File: config.mk
export PLATFORM = sky130hd
export DESIGN_NAME = btn_adv_gen
export DESIGN_NICKNAME = d
export VERILOG_FILES = /design/src/rtl/btn_adv_gen.sv
export SDC_FILE = /design/constraint.sdc
export NUM_CORES = 1
export LEC_CHECK = 0
export CAP_MARGIN = 25
export CORE_UTILIZATION = 55
export CTS_BUF_LIST = sky130_fd_sc_hd__clkbuf_2
export DETAILED_ROUTE_END_ITERATION = 16
export GPL_ROUTABILITY_DRIVEN = 0
export PLACE_DENSITY_LB_ADDON = 0.1
export REMOVE_ABC_BUFFERS = 1
export SLEW_MARGIN = 25
export SYNTH_ARGS = -nofsm -noshare
export SYNTH_HDL_FRONTEND = slang
export SYNTH_SLANG_ARGS = --single-unit
File: constraint.sdc
create_clock -name clk -period 2.8 [get_ports clk]
set_input_delay 0.56 -clock clk [delete_from_list [all_inputs] [get_ports clk]]
set_output_delay 0.56 -clock clk [all_outputs]
set_load 0.01 [all_outputs]
File: src/rtl/btn_adv_gen.sv
// btn_adv_gen: synchronizes and debounces a push-button, emits adv pulses on press and auto-repeat while held
module btn_adv_gen #(
  parameter int DB_CYC   = 4,
  parameter int HOLD_CYC = 8,
  parameter int RPT_CYC  = 2,
  parameter int CW       = 8
) (
  input  logic clk,
  input  logic rst,
  input  logic btn_raw,
  input  logic en,
  output logic held,
  output logic adv
);
  typedef enum logic [1:0] {IDLE, DELAY, REPEAT} state_t;
  localparam logic [CW-1:0] DB_LAST   = CW'(DB_CYC - 1);
  localparam logic [CW-1:0] HOLD_LAST = CW'(HOLD_CYC - 1);
  localparam logic [CW-1:0] RPT_LAST  = CW'(RPT_CYC - 1);
  logic s1_q, s2_q;
  logic held_q, held_d, held_p_q;
  logic adv_q, adv_d;
  logic [CW-1:0] dcnt_q, dcnt_d, tcnt_q, tcnt_d;
  state_t state_q, state_d;
  // two-flop synchronizer on the asynchronous button
  always_ff @(posedge clk or posedge rst)
    if (rst) {s1_q, s2_q} <= 2'b00;
    else {s1_q, s2_q} <= {btn_raw, s1_q};
  // debounce: held toggles only after DB_CYC consecutive disagreeing samples
  always_comb begin
    held_d = held_q;
    dcnt_d = '0;
    if (s2_q != held_q) begin
      held_d = (dcnt_q == DB_LAST) ? ~held_q : held_q;
      dcnt_d = (dcnt_q == DB_LAST) ? '0 : dcnt_q + 1'b1;
    end
  end
  // debounce state plus the previous held level used for edge detection
  always_ff @(posedge clk or posedge rst)
    if (rst) begin
      held_q   <= 1'b0;
      held_p_q <= 1'b0;
      dcnt_q   <= '0;
    end else begin
      held_q   <= held_d;
      held_p_q <= held_q;
      dcnt_q   <= dcnt_d;
    end
  // press / delay / repeat sequencing; a pulse is withheld if held drops on this same edge
  always_comb begin
    state_d = state_q;
    tcnt_d  = tcnt_q + 1'b1;
    adv_d   = 1'b0;
    if (!held_q || !en) begin
      state_d = IDLE;
      tcnt_d  = '0;
    end else begin
      case (state_q)
        IDLE: begin
          tcnt_d = '0;
          if (!held_p_q && held_d) begin
            adv_d   = 1'b1;
            state_d = DELAY;
          end
        end
        DELAY:
          if (tcnt_q == HOLD_LAST && held_d) begin
            adv_d   = 1'b1;
            tcnt_d  = '0;
            state_d = REPEAT;
          end
        REPEAT:
          if (tcnt_q == RPT_LAST && held_d) begin
            adv_d  = 1'b1;
            tcnt_d = '0;
          end
        default: begin
          state_d = IDLE;
          tcnt_d  = '0;
        end
      endcase
    end
  end
  // sequencer registers and the registered advance pulse
  always_ff @(posedge clk or posedge rst)
    if (rst) begin
      state_q <= IDLE;
      tcnt_q  <= '0;
      adv_q   <= 1'b0;
    end else begin
      state_q <= state_d;
      tcnt_q  <= tcnt_d;
      adv_q   <= adv_d;
    end
  assign held = held_q;
  assign adv  = adv_q;
endmodule

==> run summary <==
DETAILED ROUTING
------------------------------------------------------------------------------
Via-to-Cell Ratio                                                         5.37
Detailed Route WL                                                      1840 µm
Count of nets left with antenna violations after detail routing              0
Number of DRC violations after detailed routing                              0
Wire per inst                                                          12.5 µm
First-pass DRT Iterations                                                    4
Initial DRC Count                                                           20
Total number of vias                                                       790

YOSYS
------------------------------------------------------------------------------
Share of synthesized registers carrying an async set or reset             1.00
Ys flop type                                                           dfrtp_1
Synth Register Bits                                                         23
Synthesis warning total                                                      0
Proportion of synthesized chip area in sequential cells                  0.470
Mapped Cells                                                               112
Number of enable-type register cells in the synthesized netlist              0
Cell area after synthesis                                             1220 µm²
Mean post-synth cell area                                             10.9 µm²
Netlist cell types                                                          27

CLOCKING
------------------------------------------------------------------------------
Max H-tree Level                                                             1
Number of instances resized during post-cts repair                           0
Skew-Pair Late Insertion Delay                                         0.32 ns
Hold buffer count at CTS                                                     0
Clock root buffer master                                              clkbuf_2
Clock slew at reported path FFs                                        0.21 ns
Clock tree from TritonCTS                                                built
Clock Path Buffers                                                           2
Number of clock buffers inserted by TritonCTS                                3
Number of sinks driven by the clock tree                                    23
# Post-CTS Setup Buffers                                                     0

FLOORPLANNING
------------------------------------------------------------------------------
Die Span Y                                                             49.2 µm
Site Rows                                                                   16
Initial standard-cell utilization of the core                            0.606
Floorplan die width                                                    49.2 µm
Core ar.                                                              2020 µm²
Die footprint                                                         2420 µm²
I/O pin count                                                                6

TIMING
------------------------------------------------------------------------------
Final worst path period share                                            0.702
Headroom to the max-slew limit                                           0.444
Setup violations, final                                                      0
Post-route clock skew                                               0.00593 ns
FMAX                                                                   509 MHz
Worst Max-Slew Pin Slew                                               0.833 ns
Final period demand of the worst path                                  1.96 ns
Final hold vios                                                              0
RSZ-0062 raised after global routing                                     false
Setup TNS Final                                                           0 ns
Number of pins with negative max-slew slack in the final report              0

FLOW RUN
------------------------------------------------------------------------------
Max-cap violation count                                                      0

CRITICAL PATH
------------------------------------------------------------------------------
Startpoint type of the worst setup path                               register
Worst-path maximum fanout                                                    4
CP Data Required Time                                                  3.07 ns
Worst Path Arrival                                                     2.23 ns
Flop-to-flop setup slack                                               0.84 ns
Type of element capturing the critical path                           register
Kind of critical path                                             register to register

PWR
------------------------------------------------------------------------------
Static power due to leakage                                           0.604 nW
Power per unit of standard cell area                                571 nW/µm²
Maximum vdd drop                                                      0.315 mV

CELLS AND AREA
------------------------------------------------------------------------------
Diodes inserted                                                              0
Final net count                                                            134
Syn-to-layout area delta                                                 8.17%
Commonest non-fill, non-tap cell in the layout                         dfrtp_1
Cell Count, Final, Fillers Out                                             147
Fraction of layout cells with a size suffix above 1                     0.0917
Utilization of the core after routing                                    0.655
Leading cell types in the layout, fill and taps excluded          dfrtp_1 (23), inv_1 (11), nand3_1 (10), xor2_1 (10)

RUN STATUS
------------------------------------------------------------------------------
Result of the run                                                 finished, final reports clean

GLOBAL ROUTE
------------------------------------------------------------------------------
Antenna violations before repair                                             0
Largest net degree at the start of global routing                           24
Global-route wire length before repair                                 3330 µm
Vias in the first global route                                             758
Overall overflow remaining after global route                                0
Tot GR Track Use                                                         0.183

MIN PATH
------------------------------------------------------------------------------
Class of the tightest hold or removal check                       register to register

PLACE
------------------------------------------------------------------------------
Half-perimeter wire length after detailed placement                    1350 µm
Quantity of I/O buffers inserted on ports                                    5
Post-placement cell count                                                  143

## layout make-up
class	instances	area, µm²
fill	160	697
inverter	11	41.3
clock buffer	4	20.0
tap	27	33.8
sequential	23	576
timing repair buffer	5	50.0
multi-input combinational	77	604
## sequential cells by signal, indices dropped and copies added (netlist names)
| register | cells |
|---|---|
| adv | 1 |
| dcnt_q | 8 |
| s2_q | 1 |
| held_p_q | 1 |
| state_q | 2 |
| s1_q | 1 |
| tcnt_q | 8 |
| held | 1 |
## layer usage
layer | part of all wire | vias to the layer above | track usage
met5 | 0 | - | 0
met4 | 0.015 | 0 | 0.0882
met3 | 0.023 | 4 | 0.0374
met2 | 0.44 | 10 | 0.256
met1 | 0.52 | 375 | 0.271
li1 | - | 401 | -
## through the flow
stage | setup slack (ns) | cell area, µm² | power [W] | hold slack (ns)
after floorplan | 0.977 | 1220 | 0.000571 | 0.331
after global placement | 0.886 | 1310 | 0.000626 | 0.336
after detailed placement | 0.866 | 1310 | 0.000627 | 0.335
after CTS | 0.831 | 1330 | 0.000764 | 0.378
after global routing | 0.697 | 1330 | 0.000805 | 0.387
final | 0.836 | 1330 | 0.000756 | 0.375
## worst max-delay path, stage by stage, from the launching register on
cell and delay, ns:
dfrtp_1 0.46, or4_4 0.56, nor2_4 0.13, o2111ai_4 0.17, a221oi_4 0.38, mux2i_1 0.21
## Yosys cell counts (2+ instances only)
cell	number	area (µm²)
nor2_1	9	33.8
xnor2_1	3	26.3
ha_1	9	113
nor3_1	8	40.0
dfrtp_1	23	576
nand2_1	6	22.5
and3_1	5	31.3
inv_1	11	41.3
xor2_1	10	87.6
mux2i_1	2	20.0
nand3_1	10	50.1
## worst paths after layout
path / startpoint / end / cells after the start
max: tcnt_q[4] / state_q[1] / 5
min: s1_q / s2_q / 0
max reg2reg: tcnt_q[4] / state_q[1] / 5
min reg2reg: s1_q / s2_q / 0
max in group asynchronous: rst / held / 2
min in group asynchronous: rst / tcnt_q[1] / 2
## cell families (layout without fill, tap and decap cells)
kind of cell               Yosys count  count (layout)  share of synthesized area
AOI/OAI and AO/OA                    9               9                     0.0940
xor gates and xnor gates            13              13                     0.0930
adders and majority gates            9               9                     0.0919
buffers and inverters               12              20                     0.0368
DFF                                 23              23                      0.470
muxes                                2               2                     0.0163
and+or+nand+nor                     44              44                      0.198
## power breakdown
group | switching, W | internal, W | total [W]
clock network | 0.0000951 | 0.0000378 | 0.000133
logic | 0.000115 | 0.000102 | 0.000217
registers | 0.0000401 | 0.000366 | 0.000406
total | 0.000251 | 0.000506 | 0.000756
(Power assumes the default switching activity.)
